$ cat config.mk
export PLATFORM = sky130hd
export DESIGN_NAME = lut_config_loader
export DESIGN_NICKNAME = d
export VERILOG_FILES = /design/src/rtl/lut_cfg_pkg.sv /design/src/rtl/lut_config_loader.sv
export SDC_FILE = /design/constraint.sdc
export NUM_CORES = 1
export LEC_CHECK = 0
export ABC_AREA = 1
export CORE_MARGIN = 2
export CORE_UTILIZATION = 55
export DETAILED_ROUTE_END_ITERATION = 8
export GPL_TIMING_DRIVEN = 0
export PLACE_DENSITY = 0.84
export SETUP_SLACK_MARGIN = 0.2
export SYNTH_ARGS = -nofsm -noshare
export SYNTH_HDL_FRONTEND = slang
export SYNTH_SLANG_ARGS = --single-unit
export TNS_END_PERCENT = 1
$ cat constraint.sdc
create_clock -name cclk -period 2.45 [get_ports cclk]
set_input_delay 0.49 -clock cclk [delete_from_list [all_inputs] [get_ports cclk]]
set_output_delay 0.49 -clock cclk [all_outputs]
set_load 0.02 [all_outputs]
$ cat src/rtl/lut_cfg_pkg.sv
// Shared types and parameter helpers for the LUT configuration loader.
// The CHECK state exists only when LUT_CFG_CHECKSUM_EN is defined.
package lut_cfg_pkg;

`ifdef LUT_CFG_CHECKSUM_EN
  typedef enum logic [1:0] {StIdle, StLoad, StCheck, StCommit} lut_cfg_state_t;
`else
  typedef enum logic [1:0] {StIdle, StLoad, StCommit} lut_cfg_state_t;
`endif

  function automatic int unsigned beats_f(int unsigned mem_size, int unsigned cfg_width);
    return mem_size / cfg_width;
  endfunction

  function automatic bit cfg_legal(int unsigned mem_size, int unsigned cfg_width);
    return (cfg_width != 0) && (mem_size >= cfg_width) && ((mem_size % cfg_width) == 0);
  endfunction

  function automatic int unsigned cnt_width_f(int unsigned beats);
    return (beats > 1) ? $clog2(beats) : 1;
  endfunction

endpackage

$ cat src/rtl/lut_config_loader.sv
// Streams CONFIG_WIDTH-bit beats into a staging register and commits them to config_out with a
// one-cycle cen strobe. Optional trailing XOR check beat enabled by LUT_CFG_CHECKSUM_EN.
module lut_config_loader
  import lut_cfg_pkg::*;
#(
  parameter int unsigned INPUTS       = 4,
  parameter int unsigned MEM_SIZE     = 2 ** INPUTS,
  parameter int unsigned CONFIG_WIDTH = 4
) (
  input  logic                    cclk,
  input  logic                    rst,
  input  logic                    start,
  input  logic                    abort,
  input  logic                    in_valid,
  output logic                    in_ready,
  input  logic [CONFIG_WIDTH-1:0] in_data,
  output logic [MEM_SIZE-1:0]     config_out,
  output logic                    cen,
  output logic                    busy,
  output logic                    cfg_err
);

  localparam int unsigned BEATS = beats_f(MEM_SIZE, CONFIG_WIDTH);
  localparam int unsigned CNT_W = cnt_width_f(BEATS);
  localparam logic [CNT_W-1:0] LastBeat = CNT_W'(BEATS - 1);

  if (!cfg_legal(MEM_SIZE, CONFIG_WIDTH)) begin : g_bad_cfg
    $error("MEM_SIZE must be a non-zero multiple of CONFIG_WIDTH");
  end

  lut_cfg_state_t        state_q, state_d;
  logic [CNT_W-1:0]      cnt_q, cnt_d;
  logic [MEM_SIZE-1:0]   stage_q, stage_d;
  logic [MEM_SIZE-1:0]   config_q, config_d;
`ifdef LUT_CFG_CHECKSUM_EN
  logic [CONFIG_WIDTH-1:0] xor_q, xor_d;
  logic                    cfg_err_q, cfg_err_d;
`endif

  always_comb begin
    state_d  = state_q;
    cnt_d    = cnt_q;
    stage_d  = stage_q;
    config_d = config_q;
`ifdef LUT_CFG_CHECKSUM_EN
    xor_d     = xor_q;
    cfg_err_d = 1'b0;
`endif
    unique case (state_q)
      StIdle: begin
        cnt_d   = '0;
        stage_d = '0;
`ifdef LUT_CFG_CHECKSUM_EN
        xor_d = '0;
`endif
        if (start) state_d = StLoad;
      end
      StLoad: begin
        // abort wins over a beat presented in the same cycle
        if (abort) begin
          state_d = StIdle;
        end else if (in_valid) begin
          for (int k = 0; k < BEATS; k++) begin
            if (cnt_q == CNT_W'(k)) stage_d[k*CONFIG_WIDTH +: CONFIG_WIDTH] = in_data;
          end
          cnt_d = cnt_q + CNT_W'(1);
`ifdef LUT_CFG_CHECKSUM_EN
          xor_d = xor_q ^ in_data;
          if (cnt_q == LastBeat) state_d = StCheck;
`else
          if (cnt_q == LastBeat) begin
            state_d  = StCommit;
            config_d = stage_d;
          end
`endif
        end
      end
`ifdef LUT_CFG_CHECKSUM_EN
      StCheck: begin
        if (abort) begin
          state_d = StIdle;
        end else if (in_valid) begin
          if (in_data == xor_q) begin
            state_d  = StCommit;
            config_d = stage_q;
          end else begin
            state_d   = StIdle;
            cfg_err_d = 1'b1;
          end
        end
      end
`endif
      StCommit: state_d = StIdle;
      default:  state_d = StIdle;
    endcase
  end

  always_ff @(posedge cclk or posedge rst) begin
    if (rst) begin
      state_q  <= StIdle;
      cnt_q    <= '0;
      stage_q  <= '0;
      config_q <= '0;
`ifdef LUT_CFG_CHECKSUM_EN
      xor_q     <= '0;
      cfg_err_q <= 1'b0;
`endif
    end else begin
      state_q  <= state_d;
      cnt_q    <= cnt_d;
      stage_q  <= stage_d;
      config_q <= config_d;
`ifdef LUT_CFG_CHECKSUM_EN
      xor_q     <= xor_d;
      cfg_err_q <= cfg_err_d;
`endif
    end
  end

`ifdef LUT_CFG_CHECKSUM_EN
  assign in_ready = (state_q == StLoad) || (state_q == StCheck);
  assign cfg_err  = cfg_err_q;
`else
  assign in_ready = (state_q == StLoad);
  assign cfg_err  = 1'b0;
`endif
  assign cen        = (state_q == StCommit);
  assign busy       = (state_q != StIdle);
  assign config_out = config_q;

endmodule

# Yosys cells after proc, flatten, opt, wreduce, memory -nomap -nowiden

Index checks and enable logic that the tools add are counted.

Register bits after elaboration: 36
Bits of input ports: 9
Output and inout bits: 20
Logic and storage cells: 38

Add/subtract/negate cells: 1
Equality and inequality tests: 10
Multiplexer cells: 15
Bitwise logic cells: 1
Reductions and logical operators: 7

Operators by type and width:

| kind                                           | number |
|---|---|
| 2-to-1 mux 16 bit                              | 2 |
| one-hot mux 16 bit (2 select lines)            | 1 |
| 2-to-1 mux 4 bit                               | 4 |
| 2-to-1 mux 2 bit                               | 6 |
| one-hot mux 2 bit (2 select lines)             | 2 |
| == test 2 bit (second input constant)          | 3 |
| != test 2 bit (second input constant)          | 3 |
| AND reduction 3 bit                            | 2 |
| == test 2 x 1 -> 1 bit (second input constant) | 2 |
| logical NOT 2 bit                              | 2 |
| AND reduction 4 bit                            | 1 |
| nonzero test 2 bit                             | 2 |
| != test 3 x 2 -> 1 bit (second input constant) | 1 |
| != test 3 bit (second input constant)          | 1 |
| adder 2 x 1 -> 2 bit (second input constant)   | 1 |
| NOT 1 bit                                      | 1 |

# Longest topological paths before layout

Depth in word-level cells: 5
Gate-level depth with buffers: 8
Depth with buffers taken out: 6

# Worst setup path after synthesis

OpenSTA, ideal clock, no wires.

Kind: flip-flop to output port
Start: reg state_q[1]
End: out busy
Arrival time: 808 ps
Setup slack: 1152 ps
Stages on the path, launching flop included: 4
Buffers on the path: 1
Path through: dfrtp_1 inv_2 nand2_2 buf_4

Longest elaborated chain between the ends: 1

RTL lines:

| element                | line                     | RTL |
|---|---|---|
| start, declared        | lut_config_loader.sv:31  | `lut_cfg_state_t state_q, state_d;` |
| start signal, assigned | lut_config_loader.sv:100 | `state_q <= StIdle;` |
| start signal, assigned | lut_config_loader.sv:109 | `state_q <= state_d;` |
| nonzero test 2 bit     | lut_config_loader.sv:128 | `assign busy = (state_q != StIdle);` |
| end, declared          | lut_config_loader.sv:19  | `output logic busy,` |

No other way between the ends.

# Worst setup path in the final report

Start: reg state_q[0]
End: out in_ready

Longest elaborated chain between the ends: 1

RTL lines:

| element                | line                     | RTL |
|---|---|---|
| == test 2 x 1 -> 1 bit | lut_config_loader.sv:124 | `assign in_ready = (state_q == StLoad);` |
| end, declared          | lut_config_loader.sv:15  | `output logic in_ready,` |

No other way between the ends.

==> summary.txt <==
Outcome
  • Outcome: finished clean

Setup path
  • Worst-path cell chain: inv_2, nor2_4, clkdlybuf4s50_1
  • Critical Path Max Stage Delay: just over 0.6 ns
  • WS Path Type: register to output pin
  • Slowest CP cell: clkdlybuf4s50_1
  • Max Fanout on Critical Path: 4
  • Startpoint Class: register
  • Required @ worst endpoint: 1.96 ns
  • Buffers & Inverters on Critical Path: 2
  • Delay-heaviest family, CP: buffers and inverters
  • CP endpoint kind: output pin
  • Arrival time worst endpoint: between 1.5 and 2 ns

Timing
  • Max Fclk: roughly 480 MHz
  • Max-slew headroom: 0.251
  • Hold_ws: ~0.48 ns
  • Final Hold Viols: 0
  • Unrepaired setup endpoints after global routing: false
  • Min Tclk post-route: approximately 2.1 ns
  • Final worst setup slack: 0.358 ns
  • Slew Viols, Final: 0
  • TNS Setup: 0 ns
  • Setup Viol. Count Final: 0
  • Layout Skew: around 0.013 ns
  • Least-Margin Pin Slew: around 1.1 ns
  • Period utilization: 0.854

Finish
  • Share of layout cells above drive strength 1: 0.115
  • Final instance area: 1940 um^2
  • Post-route insts no fill: 257
  • Nets: between 200 and 250
  • Antenna diodes: 0
  • P&R area growth vs syn: 24.7%
  • Final core utilization: 0.715
  • FILL cells: between 200 and 250

Clock tree
  • H-tree depth: 2
  • CTS Buf Count: 5
  • Root Driver: clkbuf_4
  • CTS max path bufs: 2
  • Clk slew on worst S/H paths: approximately 0.1 ns
  • TritonCTS clock tree: built
  • Clk_lat worst skew: 0.35 ns
  • Post-CTS Setup Repair Bufs: 0
  • Post-CTS Resized: 1
  • CTS sink cnt: 32
  • Hold_buf cts: 0

Logic synthesis
  • Ys async rst share: 1.00
  • #FFs+latches synth: 32
  • Yosys Warn Count: 0
  • Netlist cell types: 16
  • Synthesized net count: slightly above 200
  • Synth Flop Type: dfrtp_1
  • Cells after Synth: around 190
  • Mapped cell area: 1550 um^2
  • Register area share after synthesis: 0.515
  • Post-synth EDFFs: 0
  • Syn_area_per_cell: ~8.1 um^2

Drt
  • Routed Antenna Nets: 0
  • Via count: 1301
  • Per-cell routed wire length: approximately 13 um
  • DR DRC count: 0
  • Total Wirelength: 3290 um
  • Detailed Route Iter0 Violations: 45
  • DRT Pass-1 Iters: 4
  • Vias/cell: ~5.1

Power
  • Maximum vdd drop: between 0.5 and 0.6 mV
  • Leak: between 0.9 and 1 nW
  • Overall power: 1.16 mW
  • PwrDens: between 500 and 600 nW/um^2

Global route
  • Vias in the first global route: about 1200
  • Grt total ovfl: 0
  • Largest net degree at the start of global routing: 33
  • GRT Total Usage: 0.225
  • Initial antenna violation count: 0
  • Global-route wire length before repair: 5410 um

Placement
  • Placement Setup Slack: 0.512 ns
  • Routability cong.: about 0.84
  • Post-DP HPWL: roughly 2300 um
  • Port Buf Inserts: 27
  • Placed Cells: 249
  • Post-Place Cell Area: approximately 1900 um^2

Floorplanning
  • Die ar.: around 3300 um^2
  • # rows: 19
  • Starting Density: 0.573
  • Core ar.: around 2700 um^2
  • Die W: 57.2 um
  • Die Y: about 57 um
  • Io pins: 29

Worst hold path
  • Hold Path Class: register to register

Run
  • MaxCap Viol Count: 0
[where the power goes]
part           leakage (nW)  switching [mW]  internal [mW]
clock network        0.0422           0.186          0.214
logic                 0.520           0.116         0.0730
registers             0.428          0.0162          0.552
[worst reg2reg max path, delay by kind of cell (launching register included)]
family	cells	cell delay, ns
and+or+nand+nor	4	0.41
buffers and inverters	2	0.29
adders and majority gates	1	0.19
DFF	1	0.41
[routing by layer]
| layer | vias to the layer above | share of wire | global-route usage |
|---|---|---|---|
| met5 | - | 0 | 0 |
| met4 | 0 | 0.025 | 0.110 |
| met3 | 9 | 0.053 | 0.0748 |
| met2 | 33 | 0.49 | 0.342 |
| met1 | 605 | 0.43 | 0.290 |
| li1 | 654 | - | - |
[state kept, by name, indices dropped and copies added, names as in the netlist]
signal,cells
config_out,16
cnt_q,2
state_q,2
stage_q,12
[cells in the final DEF (no fill, tap or decap), drive strengths merged]
| master | instances |
|---|---|
| dlygate4sd2 | 1 |
| nand3 | 19 |
| nor2 | 4 |
| conb | 1 |
| ha | 4 |
| clkdlybuf4s50 | 26 |
| clkinv | 2 |
| bufinv | 1 |
| dfrtp | 32 |
| buf | 7 |
| clkbuf | 6 |
| o21ai | 12 |
| inv | 18 |
| nand2 | 93 |
[area by class of cell]
class | instances | area (um^2) | share of cell area
Buffer | 7 | 58.8 | 0.0303
Inverter | 19 | 71.3 | 0.0368
Tap cell | 31 | 38.8 | 0.0200
Multi-Input combinational cell | 133 | 623 | 0.321
Clock inverter | 2 | 35.0 | 0.0181
Timing Repair Buffer | 27 | 269 | 0.139
Sequential cell | 32 | 801 | 0.413
Clock buffer | 6 | 41.3 | 0.0213
[cells in the mapped netlist (2+ instances only)]
cell type	n	area [um^2]
inv_2	4	15.0
buf_2	2	10.0
nand2_1	91	342
inv_1	15	56.3
buf_6	3	33.8
o21ai_0	12	60.1
dfrtp_1	32	801
buf_4	2	15.0
ha_1	4	50.1
nor2_4	3	33.8
nand3_1	16	80.1
nand3_2	2	20.0
nand2_2	2	12.5
[path summary, 6_finish.rpt]
| kind | startpoint | end | slack (ns) | cells after the start |
|---|---|---|---|---|
| worst min register to register | config_out[14] | config_out[14] | 0.48 | 2 |
| min in group asynchronous | rst | config_out[15] | 0.58 | 2 |
| worst min-delay path | config_out[14] | config_out[14] | 0.48 | 2 |
| max in group asynchronous | rst | state_q[0] | 1.35 | 2 |
| worst max register to register | cnt_q[1] | config_out[1] | 1.09 | 7 |
| worst max-delay path | state_q[0] | in_ready | 0.36 | 3 |
[kinds of logic (layout without fill, tap and decap cells)]
family          count (synthesis)  in the layout  share of synthesized area
simple gates                  116            116                      0.328
flops                          32             32                      0.515
fa+ha+maj                       4              4                     0.0322
other cells                     1              1                    0.00241
compound gates                 12             12                     0.0386
buf+inv                        26             61                     0.0837
(Power assumes the default switching activity.)
